$ cat src/rtl/apb_i2c_pkg.sv
// Shared definitions for the I2C controller APB register bank.
// Holds the register address map, STATUS and INT_STAT bit positions,
// the APB access FSM state type and the internal register-select code.
package apb_i2c_pkg;

  localparam logic [7:0] ADDR_TXDATA  = 8'h00;
  localparam logic [7:0] ADDR_RXDATA  = 8'h04;
  localparam logic [7:0] ADDR_CONFIG  = 8'h08;
  localparam logic [7:0] ADDR_TIMEOUT = 8'h0C;
  localparam logic [7:0] ADDR_STATUS  = 8'h10;
  localparam logic [7:0] ADDR_INTEN   = 8'h14;
  localparam logic [7:0] ADDR_INTSTAT = 8'h18;

  localparam int STAT_TX_EMPTY = 0;
  localparam int STAT_TX_FULL  = 1;
  localparam int STAT_RX_EMPTY = 2;
  localparam int STAT_I2C_ERR  = 3;
  localparam int STAT_W        = 4;

  localparam int INT_TX_EMPTY = 0;
  localparam int INT_RX_DATA  = 1;
  localparam int INT_I2C_ERR  = 2;
  localparam int INT_W        = 3;

  typedef enum logic [1:0] {IDLE, RD_WAIT, RESP} apb_state_t;

  typedef enum logic [2:0] {
    SEL_TXDATA, SEL_RXDATA, SEL_CONFIG, SEL_TIMEOUT,
    SEL_STATUS, SEL_INTEN, SEL_INTSTAT, SEL_NONE
  } reg_sel_t;

endpackage

$ cat src/rtl/apb_i2c_irq.sv
// Interrupt block: edge detectors on the FIFO/core status levels, sticky
// INT_STAT with write-1-to-clear (a same-cycle set beats the clear), and
// the registered IRQ output.
// Ports: PCLK/PRESET clock and sync active-high reset; TX_EMPTY, RX_EMPTY,
// I2C_ERR status levels; int_en enable mask; w1c_valid/w1c_mask clear
// request; int_stat sticky status; IRQ interrupt request.
module apb_i2c_irq
  import apb_i2c_pkg::*;
(
  input  logic             PCLK,
  input  logic             PRESET,
  input  logic             TX_EMPTY,
  input  logic             RX_EMPTY,
  input  logic             I2C_ERR,
  input  logic [INT_W-1:0] int_en,
  input  logic             w1c_valid,
  input  logic [INT_W-1:0] w1c_mask,
  output logic [INT_W-1:0] int_stat,
  output logic             IRQ
);

  logic             tx_empty_p1;
  logic             rx_empty_p1;
  logic             i2c_err_p1;
  logic [INT_W-1:0] set_ev;
  logic [INT_W-1:0] clr;

  always_comb begin
    set_ev               = '0;
    set_ev[INT_TX_EMPTY] = TX_EMPTY & ~tx_empty_p1;
    set_ev[INT_RX_DATA]  = ~RX_EMPTY & rx_empty_p1;
    set_ev[INT_I2C_ERR]  = I2C_ERR & ~i2c_err_p1;
    clr                  = w1c_valid ? w1c_mask : '0;
  end

  // History resets to "FIFOs empty, no error" so a quiet system raises nothing.
  always_ff @(posedge PCLK) begin
    if (PRESET) begin
      tx_empty_p1 <= 1'b1;
      rx_empty_p1 <= 1'b1;
      i2c_err_p1  <= 1'b0;
      int_stat    <= '0;
      IRQ         <= 1'b0;
    end else begin
      tx_empty_p1 <= TX_EMPTY;
      rx_empty_p1 <= RX_EMPTY;
      i2c_err_p1  <= I2C_ERR;
      int_stat    <= (int_stat & ~clr) | set_ev;
      IRQ         <= |(int_stat & int_en);
    end
  end

endmodule

$ cat src/rtl/apb_i2c_regbank.sv
// APB slave front-end for the I2C controller. Every transfer gets one wait
// state (IDLE decision cycle), RXDATA reads additionally wait RD_LAT cycles
// for the RX FIFO. Illegal accesses answer with PSLVERR and have no effect.
// Ports: APB slave (PCLK, PRESET, PSEL, PENABLE, PWRITE, PADDR, PWDATA,
// PRDATA, PREADY, PSLVERR); TX FIFO push (TX_WR_EN, TX_WDATA, TX_FULL,
// TX_EMPTY); RX FIFO pop (RX_RD_EN, RX_RDATA, RX_EMPTY); core error level
// I2C_ERR; CFG_REG/TMO_REG register outputs; IRQ interrupt request.
module apb_i2c_regbank
  import apb_i2c_pkg::*;
#(
  parameter int DATA_W = 32,
  parameter int ADDR_W = 8,
  parameter int CFG_W  = 14,
  parameter int TMO_W  = 14,
  parameter int RD_LAT = 1
) (
  input  logic              PCLK,
  input  logic              PRESET,
  input  logic              PSEL,
  input  logic              PENABLE,
  input  logic              PWRITE,
  input  logic [ADDR_W-1:0] PADDR,
  input  logic [DATA_W-1:0] PWDATA,
  output logic [DATA_W-1:0] PRDATA,
  output logic              PREADY,
  output logic              PSLVERR,
  output logic              TX_WR_EN,
  output logic [DATA_W-1:0] TX_WDATA,
  input  logic              TX_FULL,
  input  logic              TX_EMPTY,
  output logic              RX_RD_EN,
  input  logic [DATA_W-1:0] RX_RDATA,
  input  logic              RX_EMPTY,
  input  logic              I2C_ERR,
  output logic [CFG_W-1:0]  CFG_REG,
  output logic [TMO_W-1:0]  TMO_REG,
  output logic              IRQ
);

  localparam int CNT_W = $clog2(RD_LAT + 1);

  apb_state_t        state, state_next;
  reg_sel_t          sel, sel_p1;
  logic              wr_p1, err_p1;
  logic [CNT_W-1:0]  cnt_p1;
  logic [CFG_W-1:0]  cfg;
  logic [TMO_W-1:0]  tmo;
  logic [INT_W-1:0]  int_en, int_stat;
  logic [STAT_W-1:0] status;
  logic [DATA_W-1:0] rd_val;
  logic              access, illegal, rx_pop, commit, w1c_valid;

  function automatic reg_sel_t decode(input logic [ADDR_W-1:0] addr);
    if (addr == ADDR_W'(ADDR_TXDATA))  return SEL_TXDATA;
    if (addr == ADDR_W'(ADDR_RXDATA))  return SEL_RXDATA;
    if (addr == ADDR_W'(ADDR_CONFIG))  return SEL_CONFIG;
    if (addr == ADDR_W'(ADDR_TIMEOUT)) return SEL_TIMEOUT;
    if (addr == ADDR_W'(ADDR_STATUS))  return SEL_STATUS;
    if (addr == ADDR_W'(ADDR_INTEN))   return SEL_INTEN;
    if (addr == ADDR_W'(ADDR_INTSTAT)) return SEL_INTSTAT;
    return SEL_NONE;
  endfunction

  always_comb begin
    sel    = decode(PADDR);
    access = (state == IDLE) & PSEL & PENABLE;

    // FIFO flags only matter here, in the IDLE decision cycle.
    illegal = 1'b0;
    case (sel)
      SEL_TXDATA: illegal = ~PWRITE | TX_FULL;
      SEL_RXDATA: illegal = PWRITE | RX_EMPTY;
      SEL_STATUS: illegal = PWRITE;
      SEL_NONE:   illegal = 1'b1;
      default:    illegal = 1'b0;
    endcase
    rx_pop = access & (sel == SEL_RXDATA) & ~illegal;

    status                = '0;
    status[STAT_TX_EMPTY] = TX_EMPTY;
    status[STAT_TX_FULL]  = TX_FULL;
    status[STAT_RX_EMPTY] = RX_EMPTY;
    status[STAT_I2C_ERR]  = I2C_ERR;

    rd_val = '0;
    case (sel)
      SEL_CONFIG:  rd_val = DATA_W'(cfg);
      SEL_TIMEOUT: rd_val = DATA_W'(tmo);
      SEL_STATUS:  rd_val = DATA_W'(status);
      SEL_INTEN:   rd_val = DATA_W'(int_en);
      SEL_INTSTAT: rd_val = DATA_W'(int_stat);
      default:     rd_val = '0;
    endcase

    // Side effects land on the RESP edge, and only if the master is still there.
    commit    = (state == RESP) & PSEL & wr_p1 & ~err_p1;
    w1c_valid = commit & (sel_p1 == SEL_INTSTAT);

    state_next = state;
    case (state)
      IDLE:    if (access) state_next = rx_pop ? RD_WAIT : RESP;
      RD_WAIT: begin
        if (!PSEL)                        state_next = IDLE;
        else if (cnt_p1 == CNT_W'(1))     state_next = RESP;
      end
      RESP:    state_next = IDLE;
      default: state_next = IDLE;
    endcase
  end

  assign RX_RD_EN = rx_pop;
  assign TX_WR_EN = commit & (sel_p1 == SEL_TXDATA);
  assign CFG_REG  = cfg;
  assign TMO_REG  = tmo;

  // Access FSM and registered response
  always_ff @(posedge PCLK) begin
    if (PRESET) begin
      state    <= IDLE;
      sel_p1   <= SEL_NONE;
      wr_p1    <= 1'b0;
      err_p1   <= 1'b0;
      cnt_p1   <= '0;
      PREADY   <= 1'b0;
      PSLVERR  <= 1'b0;
      PRDATA   <= '0;
      TX_WDATA <= '0;
    end else begin
      state <= state_next;
      case (state)
        IDLE: if (access) begin
          sel_p1 <= sel;
          wr_p1  <= PWRITE;
          err_p1 <= illegal;
          cnt_p1 <= CNT_W'(RD_LAT);
          if (!rx_pop) begin
            PREADY  <= 1'b1;
            PSLVERR <= illegal;
            PRDATA  <= (illegal | PWRITE) ? '0 : rd_val;
          end
          if (PWRITE && sel == SEL_TXDATA && !illegal) TX_WDATA <= PWDATA;
        end
        RD_WAIT: if (PSEL) begin
          cnt_p1 <= cnt_p1 - CNT_W'(1);
          if (cnt_p1 == CNT_W'(1)) begin
            PREADY  <= 1'b1;
            PSLVERR <= 1'b0;
            PRDATA  <= RX_RDATA;
          end
        end
        RESP: begin
          PREADY  <= 1'b0;
          PSLVERR <= 1'b0;
          PRDATA  <= '0;
        end
        default: ;
      endcase
    end
  end

  // Software-visible registers
  always_ff @(posedge PCLK) begin
    if (PRESET) begin
      cfg    <= '0;
      tmo    <= '0;
      int_en <= '0;
    end else if (commit) begin
      case (sel_p1)
        SEL_CONFIG:  cfg    <= PWDATA[CFG_W-1:0];
        SEL_TIMEOUT: tmo    <= PWDATA[TMO_W-1:0];
        SEL_INTEN:   int_en <= PWDATA[INT_W-1:0];
        default: ;
      endcase
    end
  end

  apb_i2c_irq u_irq (
    .PCLK      (PCLK),
    .PRESET    (PRESET),
    .TX_EMPTY  (TX_EMPTY),
    .RX_EMPTY  (RX_EMPTY),
    .I2C_ERR   (I2C_ERR),
    .int_en    (int_en),
    .w1c_valid (w1c_valid),
    .w1c_mask  (PWDATA[INT_W-1:0]),
    .int_stat  (int_stat),
    .IRQ       (IRQ)
  );

endmodule

$ cat config.mk
export PLATFORM = sky130hd
export DESIGN_NAME = apb_i2c_regbank
export DESIGN_NICKNAME = d
export VERILOG_FILES = /design/src/rtl/apb_i2c_pkg.sv /design/src/rtl/apb_i2c_irq.sv /design/src/rtl/apb_i2c_regbank.sv
export SDC_FILE = /design/constraint.sdc
export NUM_CORES = 1
export LEC_CHECK = 0
export BUFFER_PORTS_ARGS = -buffer_cell sky130_fd_sc_hd__buf_2
export CAP_MARGIN = 5
export CORE_ASPECT_RATIO = 1.75
export CORE_UTILIZATION = 45
export DETAILED_ROUTE_END_ITERATION = 8
export HOLD_SLACK_MARGIN = 0.1
export PLACE_DENSITY = 0.74
export SETUP_SLACK_MARGIN = 0.2
export SYNTH_ARGS = -nofsm -noshare
export SYNTH_HDL_FRONTEND = slang
export SYNTH_SLANG_ARGS = --single-unit
$ cat constraint.sdc
create_clock -name PCLK -period 3.4 [get_ports PCLK]
set_input_delay 0.68 -clock PCLK [delete_from_list [all_inputs] [get_ports PCLK]]
set_output_delay 0.68 -clock PCLK [all_outputs]
set_load 0.03 [all_outputs]
==> flow_metrics.env, run 1 <==
export IMPL_status="finished, final reports clean"
export IMPL_drive_above_1_share_pct=36.0
export IMPL_die_width_um=79.5
export IMPL_worst_skew_pair_late_latency_ns=0.34
export IMPL_final_period_utilization_pct=83.6
export IMPL_track_usage_pct=23.2
export IMPL_synth_top_cells_by_count="dfxtp_1, nand2_1, nor2_1, a21oi_1, mux2i_1"
export IMPL_grt_pass1_wl_mm=19.7
export IMPL_via_per_inst=5.34
export IMPL_syn_mean_instance_area_um2=8.94
export IMPL_cp_max_fo=6
export IMPL_finalSetupViolCount=0
export IMPL_path_buf_inv=2
export IMPL_slew_headroom_pct=20.7
export IMPL_path_delay_family="simple AND/OR/NAND/NOR gates"
export IMPL_drt_total_wl_mm=12.9
export IMPL_cts_sinks=112
export IMPL_clk_pin_slew_ns=0.07
export IMPL_synth_flop_cell="dfxtp_1"
export IMPL_fmax_mhz=352
export IMPL_cts_buffer_depth=2
export IMPL_cp_end_kind="output pin"
export IMPL_chipHeight_um=138
export IMPL_first_global_vias=4130
export IMPL_cts_tree="done"
export IMPL_p_clk_share_pct=39.0
export IMPL_ys_types=49
export IMPL_synth_net_count=614
export IMPL_drv_cap=0
export IMPL_grt_max_degree=113
export IMPL_antenna_found_initial=1
export IMPL_required_ns=2.72
export IMPL_yosysSeqAreaShare_pct=47.4
export IMPL_htreeDepth=3
export IMPL_ioPinCount=178
export IMPL_internal_power_mw=2.04
export IMPL_post_drt_wl_per_cell_um=15.7
export IMPL_skew_ns=0.00730
export IMPL_finalSetupTns_ns=0
export IMPL_synthesis_area_um2=4730
export IMPL_hold_violations=0
export IMPL_cts_repair_resized=0
export IMPL_cts_setup_buffers=0
export IMPL_yosysTopAreaCellShare_pct=47.4
export IMPL_cts_hold_buffers=0
export IMPL_power_leakage_nw=2.57
export IMPL_clock_root_buffer="clkbuf_16"
export IMPL_syn_inst=529
export IMPL_dr_first_iter_drc_count=193
export IMPL_arrival_ns=2.16
export IMPL_final_max_slew_violation_count=0
export IMPL_synth_seq_cells=112
export IMPL_worst_slack_ns=0.558
export IMPL_tightest_slew_ns=1.19
export IMPL_yosysWarnings=0
export IMPL_p_per_area_nw_per_um2=455
export IMPL_dp_slack_ns=0.778
export IMPL_combPwrFrac_pct=10.8
export IMPL_synth_largest_area_cell="dfxtp_1"
export IMPL_yosysMostFrequentCell="dfxtp_1"
export IMPL_initial_core_util_pct=46.2
export IMPL_fin_crit_ns=2.84
export IMPL_synth_area_leaders="dfxtp_1, nand2_1, mux2i_1"
export IMPL_gp_congestion=0.880
export IMPL_pwr_share_seq_pct=50.3
export IMPL_nets=772
export IMPL_areaGrowthSynthToFinish_pct=25.6
export IMPL_route_detailed_drc=0
export IMPL_p_sw_mw=0.667
export IMPL_placementRows=49
export IMPL_critical_path_class="reg2out"
export IMPL_cts_buffers=9
export IMPL_firstDrtPassIters=4
export IMPL_peakVddDrop_uv=342
export IMPL_coreArea_um2=10200
export IMPL_rsz0062_at_grt="no"
export IMPL_critPathLaunchType="register"
export IMPL_async_flop_share_pct=0
export IMPL_dp_hpwl_mm=9.45
export IMPL_die_area_um2=10900
export IMPL_ant_nets=0
export IMPL_switching_share_pct=24.7
export IMPL_vias=4382
export IMPL_hold_class="reg2reg"
export IMPL_cpPeakStageDelay_ns=0.41
export IMPL_slowest_stage="nor4b_2"
export IMPL_synth_edf_count=0
export IMPL_path_cells="inv_1 -> ha_1 -> nand3_1 -> nor4b_2 -> and2_1 -> buf_2"
export IMPL_overflow=0
export IMPL_numPortBuffers=177
==> worst register-to-register path, delay by kind of cell (launching register included) <==
| family | cells | cell delay, ns |
|---|---|---|
| fa+ha+maj | 1 | 0.28 |
| simple gates | 4 | 1.19 |
| compound gates | 1 | 0.17 |
| buf+inv | 2 | 0.49 |
| flops | 1 | 0.34 |
==> final cells by class <==
cell class                      count  area (um^2)
Fill cell                         939         4300
Multi-Input combinational cell    375         2270
Sequential cell                   112         2240
Timing Repair Buffer              185          948
Clock buffer                       11          243
Tap cell                          127          159
Clock inverter                      5         56.3
Inverter                            4         15.0
Antenna cell                        1         2.50
==> state kept, by name, summed over array words and instances, names as in the netlist, 2 cells and up <==
name,cells
TX_WDATA,32
PRDATA,32
sel_p1,3
int_en,3
CFG_REG,14
state,2
TMO_REG,14
u_irq.int_stat,3
==> kinds of logic (layout without fill, tap and decap cells) <==
| logic type | count (synthesis) | after routing | share of synthesized area [%] |
|---|---|---|---|
| muxes | 48 | 48 | 10.6 |
| and+or+nand+nor | 225 | 225 | 22.6 |
| other | 0 | 1 | 0 |
| buffers and inverters | 42 | 205 | 4.52 |
| DFF | 112 | 112 | 47.4 |
| AOI/OAI and AO/OA | 98 | 98 | 13.8 |
| adders and majority gates | 4 | 4 | 1.06 |
==> path summary, 6_finish.rpt <==
check / start / endpoint / slack [ns] / cells after the start
worst max-delay path: state[1] / RX_RD_EN / 0.56 / 6
worst min-delay path: PRDATA[19] / PRDATA[19] / 0.45 / 2
worst max register to register: state[1] / TX_WDATA[20] / 0.85 / 8
worst min register to register: PRDATA[19] / PRDATA[19] / 0.45 / 2
==> power groups by stage <==
stage | logic [mW] | registers (mW) | clock network (mW)
after floorplan | 0.145 | 1.43 | 0
after global placement | 0.285 | 1.39 | 0
after detailed placement | 0.291 | 1.39 | 0
after CTS | 0.292 | 1.36 | 1.07
after global routing | 0.317 | 1.36 | 1.13
final | 0.291 | 1.36 | 1.05
==> routing by layer <==
layer | vias to the layer above | GRT usage, % | part of all wire [%]
met3 | 27 | 4.44 | 5.3
met5 | - | 0 | 0
li1 | 2134 | - | -
met4 | 0 | 11.9 | 3.0
met2 | 157 | 41.6 | 53
met1 | 2064 | 25.3 | 39
==> per-stage QoR <==
stage / power, mW / hold slack (ns) / instances / util [%] / cell area [um^2]
detailed placement: 1.68 / 0.443 / 803 / 55.1 / 5640
floorplan: 1.57 / 0.437 / 529 / - / 4730
CTS: 2.72 / 0.453 / 819 / 58.0 / 5940
global placement: 1.67 / 0.435 / 803 / 55.1 / 5640
finish: 2.70 / 0.449 / 820 / 58.0 / 5940
global route: 2.81 / 0.464 / 820 / 58.0 / 5940
==> layout by cell type, fill, tap and decap left out, types with 3 or more instances in the layout <==
master and n:
ha_1 4, clkbuf_16 9, buf_4 9, nor3_2 3, nor2b_1 7, mux2_2 16, a221oi_1 12, o21bai_1 3
mux2i_1 32, a211oi_1 7, nand2_2 10, nor2_1 59, nand2b_1 3, a22oi_1 4, nor3_1 14, inv_1 4
nand2_1 88, dfxtp_1 112, nand3_1 19, or2_2 3, buf_2 176, a21oi_2 11, a21oi_1 50
Note: power is estimated with default switching activity, not from simulation.
==> run 2: changes to the inputs <==
CORE_UTILIZATION = 44   (was 45)
PLACE_DENSITY = 0.76   (was 0.74)
clock period = 2.58 ns   (was 3.4 ns; I/O delays follow)
==> flow_metrics.env, run 2 (same netlist as run 1, synthesis figures left out) <==
export IMPL_fmax_mhz=432
export IMPL_cts_sinks=112
export IMPL_finalSetupTns_ns=0
export IMPL_hold_class="in2reg"
export IMPL_clk_pin_slew_ns=0.07
export IMPL_r2r_cells=8
export IMPL_final_period_utilization_pct=89.7
export IMPL_holdPathEnd="u_irq.tx_empty_p1"
export IMPL_p_per_area_nw_per_um2=613
export IMPL_grt_max_degree=52
export IMPL_drt_total_wl_mm=12.8
export IMPL_peakVddDrop_uv=349
export IMPL_gp_congestion=0.876
export IMPL_first_global_vias=4223
export IMPL_slowest_stage="dfxtp_1"
export IMPL_r2r_start="state[0]"
export IMPL_skew_ns=0.00693
export IMPL_arrival_ns=1.80
export IMPL_final_common_cell="buf_2"
export IMPL_instances_no_fill=827
export IMPL_dr_first_iter_drc_count=136
export IMPL_fin_crit_ns=2.31
export IMPL_tightest_slew_ns=0.596
export IMPL_nets=780
export IMPL_p_clk_share_pct=41.3
export IMPL_critPathLaunchType="register"
export IMPL_r2r_end="TX_WDATA[21]"
export IMPL_via_per_inst=5.27
export IMPL_combPwrFrac_pct=10.8
export IMPL_r2r_slack_ns=0.36
export IMPL_antenna_found_initial=0
export IMPL_htreeDepth=3
export IMPL_placedCellCount=808
export IMPL_drv_cap=0
export IMPL_hold_start="TX_EMPTY"
export IMPL_internal_power_mw=2.83
export IMPL_overflow=0
export IMPL_numPortBuffers=177
export IMPL_track_usage_pct=23.0
export IMPL_final_max_slew_violation_count=0
export IMPL_hold_violations=0
export IMPL_cts_buffer_depth=2
export IMPL_critical_path_class="reg2out"
export IMPL_firstDrtPassIters=5
export IMPL_finalSetupViolCount=0
export IMPL_pwr_share_seq_pct=48.0
export IMPL_fillers=953
export IMPL_placementRows=49
export IMPL_power_leakage_nw=2.64
export IMPL_final_cell_mix="buf_2, dfxtp_1, nand2_1, nor2_1, a21oi_1"
export IMPL_vias=4356
export IMPL_cts_buffers=9
export IMPL_die_width_um=80.4
export IMPL_cts_tree="done"
export IMPL_multi_input_area_um2=2310
export IMPL_path_cells="inv_1 -> ha_4 -> nand3_4 -> nor4b_4 -> and2_4 -> buf_4"
export IMPL_grt_pass1_wl_mm=20.0
export IMPL_areaGrowthSynthToFinish_pct=28.7
export IMPL_post_drt_wl_per_cell_um=15.4
export IMPL_ioPinCount=178
export IMPL_status="finished, final reports clean"
export IMPL_n_antenna_cell=0
export IMPL_required_ns=2.06
export IMPL_drive_above_1_share_pct=37.3
export IMPL_cpPeakStageDelay_ns=0.35
export IMPL_worst_skew_pair_late_latency_ns=0.34
export IMPL_holdPathStages=2
export IMPL_holdWs_ns=0.398
export IMPL_initial_core_util_pct=45.6
export IMPL_seqCellArea_um2=2240
export IMPL_largestRegisters="PRDATA (32), TX_WDATA (32)"
export IMPL_switching_share_pct=24.2
export IMPL_rsz0062_at_grt="yes"
export IMPL_die_area_um2=11200
export IMPL_chipHeight_um=139
export IMPL_ant_nets=0
export IMPL_coreArea_um2=10400
export IMPL_p_sw_mw=0.902
export IMPL_cp_end_kind="output pin"
export IMPL_slew_headroom_pct=60.1
export IMPL_clock_root_buffer="clkbuf_16"
export IMPL_route_detailed_drc=0
export IMPL_dp_hpwl_mm=9.52
export IMPL_cp_max_fo=6
run 2: area by class of cell:
type	instances	share of cell area, %
Timing Repair Buffer	193	16.8
Sequential cell	112	36.8
Multi-Input combinational cell	375	37.9
Clock inverter	5	1.42
Inverter	4	0.247
Tap cell	127	2.61
Clock buffer	11	4.15
run 2: worst max path at each step:
stage | to | cells past startpoint | slack (ns) | startpoint
floorplan | TX_WR_EN | 4 | 0.37 | state[0]
global placement | RX_RD_EN | 6 | 0.38 | state[0]
detailed placement | RX_RD_EN | 6 | 0.29 | state[1]
CTS | RX_RD_EN | 6 | 0.25 | state[1]
global route | RX_RD_EN | 6 | 0.17 | state[0]
finish | RX_RD_EN | 6 | 0.27 | state[0]
run 2: critical path: cells and delay by family, from the launching register on:
family	cells	cell delay, ns
and+or+nand+nor	3	0.63
DFF	1	0.35
buffers and inverters	2	0.28
adders and majority gates	1	0.19
run 2: routing by layer:
metal / track usage [%] / wire length (um)
met1: 25.2 / 5100
met2: 40.2 / 6570
met3: 5.07 / 677
met4: 11.7 / 424
met5: 0 / 0
run 2: stage by stage:
step | worst slack [ns] | utilization (%) | power [mW] | instance area [um^2]
finish | 0.265 | 58.7 | 3.73 | 6090
global route | 0.170 | 58.7 | 3.88 | 6090
CTS | 0.250 | 58.4 | 3.76 | 6050
detailed placement | 0.290 | 54.9 | 2.22 | 5690
global placement | 0.381 | 54.9 | 2.21 | 5690
floorplan | 0.374 | - | 2.07 | 4730
run 2: repair_timing:
action,4_1_cts,5_1_grt
setup endpoints to repair,1,3
pin swaps,1,2
gates resized for setup,5,2
buffers inserted,1,2
hold buffers,0,0
run 2: power by group through the flow:
stage,registers [mW],logic [mW],clock network (mW)
CTS,1.79,0.395,1.57
detailed placement,1.83,0.390,0
global route,1.79,0.437,1.65
global placement,1.83,0.382,0
floorplan,1.88,0.191,0
finish,1.79,0.402,1.54
==> run 3: changes to the inputs <==
PLACE_DENSITY = 0.74   (was 0.76)
clock period = 2.1 ns   (was 2.58 ns; I/O delays follow)
==> flow_metrics.env, run 3 (same netlist as run 1, synthesis figures left out) <==
export IMPL_status="finished, final reports clean"
export IMPL_n_antenna_cell=0
export IMPL_slew_headroom_pct=57.7
export IMPL_route_detailed_drc=0
export IMPL_final_cell_mix="buf_2, dfxtp_1, nand2_1, nor2_1, a21oi_1"
export IMPL_cts_buffers=9
export IMPL_holdPathEnd="TX_WDATA[18]"
export IMPL_via_per_inst=5.31
export IMPL_arrival_ns=2.21
export IMPL_cp_end_kind="register"
export IMPL_p_sw_mw=1.15
export IMPL_tightest_slew_ns=0.632
export IMPL_grt_pass1_wl_mm=20.4
export IMPL_areaGrowthSynthToFinish_pct=39.0
export IMPL_cts_hold_buffers=0
export IMPL_dp_hpwl_mm=9.14
export IMPL_clock_root_buffer="clkbuf_16"
export IMPL_path_buf_inv=2
export IMPL_placementRows=49
export IMPL_skew_ns=0.00967
export IMPL_power_leakage_nw=2.78
export IMPL_cpPeakStageDelay_ns=0.67
export IMPL_firstDrtPassIters=6
export IMPL_hold_start="PWDATA[18]"
export IMPL_vias=4472
export IMPL_numPortBuffers=177
export IMPL_drive_above_1_share_pct=45.3
export IMPL_holdWs_ns=0.311
export IMPL_first_global_vias=4146
export IMPL_pwr_share_seq_pct=48.4
export IMPL_finalPower_mw=4.54
export IMPL_worst_skew_pair_late_latency_ns=0.35
export IMPL_hold_class="in2reg"
export IMPL_required_ns=2.31
export IMPL_final_util_pct=63.4
export IMPL_fillers=860
export IMPL_finalSetupViolCount=0
export IMPL_track_usage_pct=23.7
export IMPL_gp_congestion=0.818
export IMPL_p_per_area_nw_per_um2=691
export IMPL_cts_tree="done"
export IMPL_chipHeight_um=139
export IMPL_initial_core_util_pct=45.6
export IMPL_hold_violations=0
export IMPL_cp_max_fo=8
export IMPL_cts_sinks=112
export IMPL_slowest_stage="or4_4"
export IMPL_largestRegisters="PRDATA (32), TX_WDATA (32)"
export IMPL_p_clk_share_pct=37.6
export IMPL_combPwrFrac_pct=14.0
export IMPL_r2r_cells=8
export IMPL_final_period_utilization_pct=95.5
export IMPL_rsz0062_at_grt="yes"
export IMPL_drt_total_wl_mm=14.3
export IMPL_die_width_um=80.4
export IMPL_coreArea_um2=10400
export IMPL_finalSetupTns_ns=0
export IMPL_clk_pin_slew_ns=0.07
export IMPL_holdPathStages=3
export IMPL_ant_nets=0
export IMPL_critPathLaunchType="register"
export IMPL_htreeDepth=3
export IMPL_path_delay_family="simple AND/OR/NAND/NOR gates"
export IMPL_internal_power_mw=3.39
export IMPL_overflow=0
export IMPL_switching_share_pct=25.3
export IMPL_nets=796
export IMPL_final_max_slew_violation_count=0
export IMPL_dr_first_iter_drc_count=210
export IMPL_path_cells="inv_4 -> ha_4 -> buf_4 -> and3_4 -> nand2_8 -> or4_4 -> nand2_2 -> a21oi_2"
export IMPL_peakVddDrop_uv=463
export IMPL_r2r_start="state[0]"
export IMPL_fin_crit_ns=2.00
export IMPL_ioPinCount=178
export IMPL_final_common_cell="buf_2"
export IMPL_grt_max_degree=113
export IMPL_drv_cap=0
export IMPL_die_area_um2=11200
export IMPL_fmax_mhz=499
export IMPL_post_drt_wl_per_cell_um=17.0
export IMPL_cts_buffer_depth=2
export IMPL_critical_path_class="reg2reg"
export IMPL_r2r_slack_ns=0.1
export IMPL_antenna_found_initial=0
export IMPL_r2r_end="TX_WDATA[21]"
==> run 3: changes by cell type in the layout (fill, tap and decap cells not counted), sizes merged <==
cell      before  now
buf          193  202
clkbuf        11   14
clkinvlp       0    3
or4            1    4
inv            6    4
bufinv         2    1
==> run 3: power groups by stage <==
stage          registers (mW)  logic (mW)  clock network (mW)
4_1_cts                  2.20       0.528                1.73
3_3_place_gp             2.25       0.494                   0
3_5_place_dp             2.25       0.503                   0
6_report                 2.20       0.635                1.71
5_1_grt                  2.20       0.671                1.82
2_1_floorplan            2.31       0.243                   0
==> run 3: repair_timing <==
action,CTS,global route
hold endpoints to repair,0,0
endpoints found under the setup margin,45,54
resized for setup,17,43
buffers inserted,5,5
pin swaps,5,23
gates cloned,2,7
==> run 3: how the worst max path moves through the flow <==
stage | startpoint | endpoint | cells past startpoint
5_1_grt | state[0] | RX_RD_EN | 6
3_5_place_dp | PADDR[4] | TX_WDATA[15] | 6
6_report | state[0] | TX_WDATA[21] | 8
4_1_cts | state[0] | RX_RD_EN | 6
3_3_place_gp | PADDR[7] | TX_WDATA[1] | 6
2_1_floorplan | state[1] | TX_WDATA[10] | 10
==> run 3: per-stage QoR <==
step / instances / setup WS [ns] / cell area, um^2
finish: 842 / 0.0952 / 6570
global route: 842 / 0.0359 / 6570
CTS: 830 / 0.0727 / 6210
detailed placement: 808 / 0.0133 / 5790
global placement: 808 / 0.0812 / 5790
floorplan: 529 / 0.190 / 4770
==> run 3: area by class of cell <==
class | instances | area [um^2] | share of cell area [%]
multi-input cells | 378 | 2550 | 38.8
flip-flops and latches | 112 | 2250 | 34.2
repair buffers | 206 | 1300 | 19.8
clock buffers | 10 | 239 | 3.64
well taps | 127 | 159 | 2.42
clock inverters | 5 | 57.6 | 0.876
inverters | 4 | 17.5 | 0.267
==> run 3: worst reg2reg max path: cells and delay by family, from the launching register on <==
family                   cells  cell delay (ns)
AO/OA/AOI/OAI                1             0.05
adder cells (fa/ha/maj)      1             0.16
buffers and inverters        2             0.18
flip-flops                   1             0.36
AND/OR/NAND/NOR              4             1.12
==> run 3: routing by layer <==
metal | global-route usage (%) | wire (um) | share of wire, % | vias up
met5 | 0 | 0 | 0 | -
met4 | 12.0 | 396 | 2.8 | 0
met3 | 5.07 | 855 | 6.0 | 25
met2 | 41.1 | 7500 | 53 | 174
met1 | 26.6 | 5520 | 39 | 2079
li1 | - | - | - | 2194
